==> src/rtl/cpu_io_peripheral.sv <==
// Purpose : far-end CPU I/O device; input FIFO feeding the CPU input_port with an
//           arrival interrupt, output FIFO capturing CPU OUT writes for an external consumer.
// Latency : 1 cycle from a push/write edge to visibility on input_port / ext_out_*;
//           interrupt rises the cycle after the first push into an empty input FIFO.
// Backpressure: ext_in_ready drops when the input FIFO is full; CPU writes into a
//           full output FIFO (with no simultaneous drain) are dropped and flagged sticky.
//
// Ports:
//   clk, reset          clock, async active-low reset
//   ext_in_*            valid/ready byte stream from the external source
//   input_port, in_rd   head of the input FIFO to the CPU, one-cycle pop strobe
//   interrupt           IRQ_CYCLES-wide pulse per empty->non-empty input burst
//   cpu_out, out_wr     CPU OUT byte and its one-cycle capture strobe
//   ext_out_*           valid/ready byte stream to the external consumer
//   in_count            input FIFO occupancy
//   out_overflow        sticky: a CPU write was dropped
module cpu_io_peripheral #(
  parameter int IN_DEPTH   = 4,
  parameter int OUT_DEPTH  = 4,
  parameter int IRQ_CYCLES = 2
) (
  input  logic                      clk,
  input  logic                      reset,
  input  logic [7:0]                ext_in_data,
  input  logic                      ext_in_valid,
  output logic                      ext_in_ready,
  output logic [7:0]                input_port,
  input  logic                      in_rd,
  output logic                      interrupt,
  input  logic [7:0]                cpu_out,
  input  logic                      out_wr,
  output logic [7:0]                ext_out_data,
  output logic                      ext_out_valid,
  input  logic                      ext_out_ready,
  output logic [$clog2(IN_DEPTH):0] in_count,
  output logic                      out_overflow
);

  localparam int IN_AW  = $clog2(IN_DEPTH);
  localparam int OUT_AW = $clog2(OUT_DEPTH);
  localparam int IRQ_W  = $clog2(IRQ_CYCLES + 1);

  localparam logic [IN_AW:0]    IN_FULL  = (IN_AW + 1)'(IN_DEPTH);
  localparam logic [OUT_AW:0]   OUT_FULL = (OUT_AW + 1)'(OUT_DEPTH);
  localparam logic [IRQ_W-1:0]  IRQ_LOAD = IRQ_W'(IRQ_CYCLES);
  localparam logic [IRQ_W-1:0]  IRQ_LAST = IRQ_W'(1);

  // ---------------------------------------------------------------------------
  // Input FIFO
  // ---------------------------------------------------------------------------
  logic [7:0]       in_mem [IN_DEPTH];
  logic [IN_AW-1:0] in_wr_ptr;
  logic [IN_AW-1:0] in_rd_ptr;
  logic [IN_AW:0]   in_cnt;
  logic             in_empty;
  logic             in_push;
  logic             in_pop;

  assign in_empty     = (in_cnt == '0);
  // Gated by reset so nothing is accepted while the block is held in reset.
  assign ext_in_ready = reset & (in_cnt != IN_FULL);
  assign in_push      = ext_in_valid & ext_in_ready;
  // A pop on an empty FIFO is ignored, even if a push lands in the same cycle.
  assign in_pop       = in_rd & ~in_empty;

  always_ff @(posedge clk or negedge reset) begin
    if (!reset) begin
      in_wr_ptr <= '0;
      in_rd_ptr <= '0;
      in_cnt    <= '0;
    end else begin
      if (in_push) in_wr_ptr <= in_wr_ptr + 1'b1;
      if (in_pop)  in_rd_ptr <= in_rd_ptr + 1'b1;
      case ({in_push, in_pop})
        2'b10:   in_cnt <= in_cnt + 1'b1;
        2'b01:   in_cnt <= in_cnt - 1'b1;
        default: in_cnt <= in_cnt;
      endcase
    end
  end

  // Storage needs no reset: the head is masked to 8'h00 whenever the FIFO is empty.
  always_ff @(posedge clk) begin
    if (in_push) in_mem[in_wr_ptr] <= ext_in_data;
  end

  assign input_port = in_empty ? 8'h00 : in_mem[in_rd_ptr];
  assign in_count   = in_cnt;

  // ---------------------------------------------------------------------------
  // Interrupt FSM
  // ---------------------------------------------------------------------------
  typedef enum logic [1:0] {
    IRQ_IDLE  = 2'd0,
    IRQ_PULSE = 2'd1,
    IRQ_WAIT  = 2'd2
  } irq_state_t;

  irq_state_t       irq_state;
  irq_state_t       irq_state_nxt;
  logic [IRQ_W-1:0] irq_cnt;
  logic [IRQ_W-1:0] irq_cnt_nxt;
  logic             first_push;

  assign first_push = in_push & in_empty;

  always_ff @(posedge clk or negedge reset) begin
    if (!reset) begin
      irq_state <= IRQ_IDLE;
      irq_cnt   <= '0;
    end else begin
      irq_state <= irq_state_nxt;
      irq_cnt   <= irq_cnt_nxt;
    end
  end

  always_comb begin
    irq_state_nxt = irq_state;
    irq_cnt_nxt   = irq_cnt;
    case (irq_state)
      IRQ_IDLE: begin
        if (first_push) begin
          irq_state_nxt = IRQ_PULSE;
          irq_cnt_nxt   = IRQ_LOAD;
        end
      end
      IRQ_PULSE: begin
        // Pulse always runs its full width, even if the CPU drains the FIFO meanwhile.
        irq_cnt_nxt = irq_cnt - 1'b1;
        if (irq_cnt == IRQ_LAST) irq_state_nxt = IRQ_WAIT;
      end
      IRQ_WAIT: begin
        // An empty FIFO here ends the burst; a push into it in the same
        // cycle starts the next burst straight away so its pulse is not lost.
        if (first_push) begin
          irq_state_nxt = IRQ_PULSE;
          irq_cnt_nxt   = IRQ_LOAD;
        end else if (in_empty) begin
          irq_state_nxt = IRQ_IDLE;
        end
      end
      default: begin
        irq_state_nxt = IRQ_IDLE;
        irq_cnt_nxt   = '0;
      end
    endcase
  end

  assign interrupt = (irq_state == IRQ_PULSE);

  // ---------------------------------------------------------------------------
  // Output FIFO
  // ---------------------------------------------------------------------------
  logic [7:0]        out_mem [OUT_DEPTH];
  logic [OUT_AW-1:0] out_wr_ptr;
  logic [OUT_AW-1:0] out_rd_ptr;
  logic [OUT_AW:0]   out_cnt;
  logic              out_full;
  logic              out_rd;
  logic              out_push;

  assign out_full      = (out_cnt == OUT_FULL);
  assign ext_out_valid = (out_cnt != '0);
  assign out_rd        = ext_out_valid & ext_out_ready;
  // A write into a full FIFO is still taken when the head leaves in the same cycle.
  assign out_push      = out_wr & (~out_full | out_rd);

  always_ff @(posedge clk or negedge reset) begin
    if (!reset) begin
      out_wr_ptr   <= '0;
      out_rd_ptr   <= '0;
      out_cnt      <= '0;
      out_overflow <= 1'b0;
    end else begin
      if (out_push) out_wr_ptr <= out_wr_ptr + 1'b1;
      if (out_rd)   out_rd_ptr <= out_rd_ptr + 1'b1;
      case ({out_push, out_rd})
        2'b10:   out_cnt <= out_cnt + 1'b1;
        2'b01:   out_cnt <= out_cnt - 1'b1;
        default: out_cnt <= out_cnt;
      endcase
      if (out_wr & ~out_push) out_overflow <= 1'b1;
    end
  end

  always_ff @(posedge clk) begin
    if (out_push) out_mem[out_wr_ptr] <= cpu_out;
  end

  assign ext_out_data = ext_out_valid ? out_mem[out_rd_ptr] : 8'h00;

endmodule

==> config.mk <==
export PLATFORM = sky130hd
export DESIGN_NAME = cpu_io_peripheral
export DESIGN_NICKNAME = d
export VERILOG_FILES = /design/src/rtl/cpu_io_peripheral.sv
export SDC_FILE = /design/constraint.sdc
export NUM_CORES = 1
export LEC_CHECK = 0
export ABC_AREA = 1
export ABC_CLOCK_PERIOD_IN_PS = 2790
export CAP_MARGIN = 20
export CORE_UTILIZATION = 39
export DETAILED_ROUTE_END_ITERATION = 6
export PLACE_DENSITY_LB_ADDON = 0.2
export SYNTH_ARGS = -nofsm -noshare
export SYNTH_HDL_FRONTEND = slang
export SYNTH_SLANG_ARGS = --single-unit
==> constraint.sdc <==
create_clock -name clk -period 2.79 [get_ports clk]
set_clock_uncertainty 0.2 [all_clocks]
set_input_delay 0.558 -clock clk [delete_from_list [all_inputs] [get_ports clk]]
set_output_delay 0.558 -clock clk [all_outputs]
set_load 0.005 [all_outputs]
==> impl_metrics.json, run 1 <==
{
  "peakVddDrop_mv": 0.416,
  "syn_area_per_cell_sq_um": 11.5,
  "dp_slack_ps": 269,
  "io_buffers": 44,
  "cp.arrival_ps": 1900,
  "cts_buffers": 9,
  "route.detailed.drc": 4,
  "drtAntennaViolNets": 0,
  "holdBufCountCts": 0,
  "dr_total_vias": 2351,
  "cts-root-buf": "clkbuf_8",
  "drtIter0Drc": 71,
  "slew-limit-headroom": 0.827,
  "p_leak_nw": 1.71,
  "netlist_top_cells_count": "nor2_1, edfxtp_1, o21ai_0, inv_1, a21oi_1",
  "holdPathEnd": "irq_state[0]$_DFFE_PN0P_",
  "setup_tns_ps": 0,
  "grt-ovfl-total": 0,
  "worst-setup-path-type": "reg -> out",
  "min_from": "irq_state[0]$_DFFE_PN0P_",
  "timing.rr.end": "in_count[2]$_DFFE_PN0P_",
  "clock_latency_ps": 340,
  "drt-total-wl_mm": 6.53,
  "cts_tree": "built",
  "gp_congestion": 0.826,
  "die-area_sq_mm": 0.00956,
  "core_sq_mm": 0.00881,
  "drive_gt1_frac": 0.123,
  "wl_per_cell_um": 13.3,
  "cts.sinks": 83,
  "first_pass_iters": 6,
  "required_ps": 2030,
  "startpoint_type": "register",
  "setup_ws_ps": 127,
  "track_usage": 0.149,
  "endpoint_kind": "primary output",
  "htreeDepth": 3,
  "failed_checks": "DRC",
  "timing.final.hold_violations": 0,
  "grt_pass1_vias": 2287,
  "synth_edf_count": 64,
  "die_x_um": 97.8,
  "syn-cell-area_sq_mm": 0.00358,
  "diodes": 0,
  "ios": 45,
  "setup-violations-final": 0,
  "start_util": 0.406,
  "yosysTopAreaCellShare": 0.537,
  "hold_class": "reg -> reg",
  "dp_hpwl_mm": 4.35,
  "finalCriticalPeriod_ps": 2660,
  "max-cap-violations": 0,
  "ys_seq_area_frac": 0.670,
  "synth-seq-cells": 83,
  "synthDistinctLibCells": 27,
  "synthCells": 312,
  "clkTransAtPathRegs_ps": 80,
  "yosysTopAreaCell": "edfxtp_1",
  "power_density_mw_per_mm2": 1010,
  "synth_nets": 346,
  "yosysMostFrequentCell": "nor2_1",
  "status": "finished with violations",
  "crit_path_max_fanout": 6,
  "die_h_um": 97.8,
  "max_freq_mhz": 376,
  "regToRegSetupSlack_ps": 620,
  "nNetsFinal": 411,
  "ys.flop_type": "edfxtp_1",
  "async_flop_share": 0.229,
  "synth.area.top_cells": "edfxtp_1, dfrtp_1, nor2_1, o21ai_0, ha_1",
  "grt_pass1_wl_mm": 11.0,
  "rows": 34,
  "hold_depth": 1,
  "vias_per_cell": 4.80,
  "r2r_start": "in_count[2]$_DFFE_PN0P_",
  "reg2reg_depth": 9,
  "areaGrowthSynthToFinish_pct": 23.9,
  "synth_warnings": 0,
  "fin_crit_sh": 0.954,
  "clock_path_buffers": 2,
  "finalMaxSlewViolations": 0,
  "grt_max_degree": 21,
  "antenna_found_initial": 0,
  "tightest_slew_ps": 260
}
[worst max-delay path by stage]
| stage | to | from |
|---|---|---|
| after floorplan | in_count[2]$_DFFE_PN0P_ | in_count[0]$_DFFE_PN0P_ |
| after global placement | in_count[2]$_DFFE_PN0P_ | in_rd |
| after detailed placement | in_count[2]$_DFFE_PN0P_ | in_rd |
| after CTS | input_port[1] | in_rd_ptr[0]$_DFFE_PN0P_ |
| after global routing | ext_out_data[3] | out_rd_ptr[0]$_DFFE_PN0N_ |
| final | ext_out_data[2] | out_rd_ptr[0]$_DFFE_PN0N_ |
[metal layers]
metal | up-vias | track usage | part of all wire
met5 | - | 0 | 0
met4 | 0 | 0.0326 | 0.0063
met3 | 6 | 0.0494 | 0.039
met2 | 51 | 0.266 | 0.52
met1 | 1111 | 0.175 | 0.44
li1 | 1183 | - | -
[worst max-delay path: stages, from the launching register on]
cell and delay (ps):
dfrtp_2 440, buf_4 130, buf_4 100, nor2_1 40
nor2_1 90, o21ai_0 90, a21oi_1 160, clkdlybuf4s50_1 520
[sequential cells by signal, summed over array words and instances (netlist names)]
name          count
in_wr_ptr         2
out_overflow      1
irq_state         2
out_wr_ptr        2
out_cnt           3
out_rd_ptr        2
in_count          3
in_rd_ptr         2
out_mem          32
irq_cnt           2
in_mem           32
[layout make-up]
cell class | count | area (sq um)
clock buffers | 9 | 124
clock inverters | 7 | 52.6
fillers | 787 | 4380
inverters | 30 | 118
multi-input cells | 191 | 1020
flip-flops and latches | 83 | 2400
well taps | 108 | 135
repair buffers | 62 | 583
[kinds of logic (layout without fill, tap and decap cells)]
family | count (synthesis) | after routing | share of synthesized area
AND/OR/NAND/NOR | 113 | 113 | 0.132
AO/OA/AOI/OAI | 59 | 59 | 0.0875
XOR/XNOR | 7 | 7 | 0.0192
buffers and inverters | 38 | 108 | 0.0451
adder cells (fa/ha/maj) | 12 | 12 | 0.0462
flip-flops | 83 | 83 | 0.670
[stage by stage]
stage	util	hold slack [ps]	cells	total power, mW	area (sq um)
after floorplan	-	62.4	312	2.86	3580
after global placement	0.479	250	471	3.69	4220
after detailed placement	0.479	252	471	3.73	4220
after CTS	0.499	264	487	4.49	4390
after global routing	0.503	290	490	4.85	4430
final	0.503	264	490	4.48	4430
[power breakdown]
| group | internal, mW | switching (mW) |
|---|---|---|
| logic | 0.947 | 0.994 |
| registers | 1.62 | 0.164 |
| clock network | 0.326 | 0.427 |
| total | 2.90 | 1.58 |
[cell usage in the layout, fill, tap and decap left out, types with 2 or more instances in the layout]
cell,Yosys,final
inv_6,0,2
ha_1,10,10
fa_1,2,2
buf_4,1,16
nand2_2,2,2
nand2_1,19,19
inv_2,3,4
clkinvlp_4,0,3
dfrtp_2,0,2
a21oi_1,20,20
o21ai_1,2,2
dfrtp_1,19,17
nor2_1,80,80
clkdlybuf4s50_1,0,44
nand4_1,3,3
inv_1,27,25
xor2_1,5,5
nand3_1,6,6
clkbuf_8,0,9
clkinv_4,0,2
edfxtp_1,64,64
buf_6,1,2
o21ai_0,34,34
[repair_timing]
| action | 4_1_cts | 5_1_grt |
|---|---|---|
| buffers inserted | 0 | 3 |
| endpoints found under the setup margin | 0 | 16 |
| resized for setup | 0 | 9 |
Note: power is estimated with default switching activity, not from simulation.
==> run 2: changes to the inputs <==
--- a/config.mk
+++ b/config.mk
@@ -6,7 +6,7 @@
 export NUM_CORES = 1
 export LEC_CHECK = 0
 export ABC_AREA = 1
-export ABC_CLOCK_PERIOD_IN_PS = 2790
+export ABC_CLOCK_PERIOD_IN_PS = 3000
 export CAP_MARGIN = 20
 export CORE_UTILIZATION = 39
 export DETAILED_ROUTE_END_ITERATION = 6
==> constraint.sdc (replaced) <==
create_clock -name clk -period 3 [get_ports clk]
set_clock_uncertainty 0.2 [all_clocks]
set_input_delay 0.6 -clock clk [delete_from_list [all_inputs] [get_ports clk]]
set_output_delay 0.6 -clock clk [all_outputs]
set_load 0.005 [all_outputs]
==> run 2 against run 1 <==
  * The run still ends with DRC left
  * Core utilization is 0.11 points lower
  * Register-to-register slack better by 110 ps
  * Global-route usage is 0.30 points higher
  * Cell count is 1.0% lower
  * Critical path type unchanged
  * Routed wire length is 2.8% higher
  * Via count is 1.1% lower
  * Largest cell class unchanged
  * Sequential power is 6% lower
  * Worst setup slack better by 70 ps
  * Hold slack better by 1.5 ps
  * Sequential cell count stayed put
  * Die area stayed put
  * Non-clock buffer count is 5 lower
==> impl_metrics.json, run 2 (same netlist as run 1, synthesis figures left out) <==
{
  "dr_total_vias": 2324,
  "postLayoutCoreUtil": 0.502,
  "r2r_start": "in_count[0]$_DFFE_PN0P_",
  "die_x_um": 97.8,
  "hold_class": "reg -> reg",
  "postCtsSetupBuffers": 0,
  "crit_path_max_fanout": 19,
  "clock_path_buffers": 2,
  "clkTransAtPathRegs_ps": 80,
  "io_buffers": 44,
  "areaGrowthSynthToFinish_pct": 23.6,
  "p_int_mw": 2.80,
  "multi_input_area_sq_mm": 0.00102,
  "switching_share": 0.344,
  "final_area_sq_mm": 0.00442,
  "drive_gt1_frac": 0.103,
  "track_usage": 0.152,
  "tightest_slew_ps": 593,
  "gp_congestion": 0.767,
  "p_leak_nw": 1.71,
  "htreeDepth": 3,
  "endpoint_kind": "primary output",
  "finalCriticalPeriod_ps": 2800,
  "startpoint_type": "register",
  "drtAntennaViolNets": 0,
  "cts-root-buf": "clkbuf_8",
  "grt_pass1_wl_mm": 11.1,
  "pwr-share-comb": 0.403,
  "cp.arrival_ps": 2000,
  "grt-ovfl-total": 0,
  "first_pass_iters": 6,
  "drtIter0Drc": 105,
  "required_ps": 2200,
  "fillCellCount": 787,
  "cts_tree": "built",
  "cts_buffers": 9,
  "pwr-share-clk": 0.202,
  "min_from": "irq_state[0]$_DFFE_PN0P_",
  "vias_per_cell": 4.79,
  "power.total_mw": 4.27,
  "nNetsFinal": 406,
  "failed_checks": "DRC",
  "finalMaxSlewViolations": 0,
  "max-cap-violations": 0,
  "timing.final.hold_violations": 0,
  "wl_per_cell_um": 13.8,
  "setup-violations-final": 0,
  "die_h_um": 97.8,
  "cts.sinks": 83,
  "route.detailed.drc": 4,
  "grt_max_degree": 21,
  "final_common_cell": "nor2_1",
  "rows": 34,
  "peakVddDrop_mv": 0.468,
  "slew-limit-headroom": 0.603,
  "fin_crit_sh": 0.934,
  "drt-total-wl_mm": 6.71,
  "regArea_sq_mm": 0.00240,
  "netSwitchingPower_mw": 1.47,
  "grt_pass1_vias": 2232,
  "ios": 45,
  "setup_tns_ps": 0,
  "clock_latency_ps": 350,
  "critical_path.startpoint": "in_rd_ptr[0]$_DFFE_PN0P_",
  "start_util": 0.406,
  "max_freq_mhz": 357,
  "status": "finished with violations",
  "largestRegisters": "in_mem x32, out_mem x32",
  "antenna_found_initial": 0,
  "dp_hpwl_mm": 4.41,
  "worst-setup-path-type": "reg -> out",
  "die-area_sq_mm": 0.00956,
  "layout_common_cells": "nor2_1, edfxtp_1, clkdlybuf4s50_1",
  "seq_power_share": 0.395,
  "core_sq_mm": 0.00881,
  "diodes": 0,
  "postPlaceCellArea_sq_mm": 0.00420,
  "power_density_mw_per_mm2": 967,
  "grt_setup_unrepaired": "no"
}
-- run 2: layout make-up --
class / instances / area share
flip-flops and latches: 83 / 0.543
clock inverters: 6 / 0.0201
multi-input cells: 191 / 0.230
clock buffers: 10 / 0.0289
inverters: 30 / 0.0255
well taps: 108 / 0.0306
repair buffers: 57 / 0.122
-- run 2: critical path, stage by stage, from the launching register on --
cell	delay, ps
dfrtp_1	370
buf_4	210
inv_2	230
o21ai_0	130
a21oi_1	190
clkdlybuf4s50_1	520
-- run 2: power by group through the flow --
stage	Clock (mW)	Combinational, mW	Sequential (mW)
2_1_floorplan	0	1.03	1.64
3_3_place_gp	0	1.70	1.71
3_5_place_dp	0	1.74	1.71
4_1_cts	0.888	1.75	1.69
5_1_grt	0.929	1.95	1.72
6_report	0.864	1.72	1.69
-- run 2: metal layers --
layer  track usage  up-vias  part of all wire
met2         0.250       53              0.48
met1         0.189     1089              0.46
met4        0.0571        0             0.020
met5             0        -                 0
li1              -     1170                 -
met3        0.0487       12             0.045
-- run 2: final timing paths --
path	slack, ps	cells after the start	endpoint
setup / recovery	200	5	input_port[1]
hold / removal	270	1	irq_state[0]$_DFFE_PN0P_
setup reg to reg	730	9	in_count[2]$_DFFE_PN0P_
hold reg to reg	270	1	irq_state[0]$_DFFE_PN0P_
max in group asynchronous	1950	2	out_rd_ptr[0]$_DFFE_PN0N_
min in group asynchronous	420	2	irq_state[0]$_DFFE_PN0P_
-- run 2: metrics by stage --
step	hold slack [ps]	std cells	setup WS, ps
after global routing	280	485	2.00
after global placement	248	469	357
after CTS	267	485	40.0
final	265	485	197
after detailed placement	255	469	319
after floorplan	104	312	854
-- run 2: repair_timing --
item / CTS / global route
gates resized for setup: 0 / 2
hold buffers: 0 / 0
setup endpoints to repair: 0 / 9
==> run 3: changes to the inputs <==
--- a/config.mk
+++ b/config.mk
@@ -10,7 +10,9 @@
 export CAP_MARGIN = 20
 export CORE_UTILIZATION = 39
 export DETAILED_ROUTE_END_ITERATION = 6
+export GPL_ROUTABILITY_DRIVEN = 0
 export PLACE_DENSITY_LB_ADDON = 0.2
+export SLEW_MARGIN = 20
 export SYNTH_ARGS = -nofsm -noshare
 export SYNTH_HDL_FRONTEND = slang
 export SYNTH_SLANG_ARGS = --single-unit
==> results of run 3 <==
The final DEF is identical to that of run 2; final timing and power are the same.
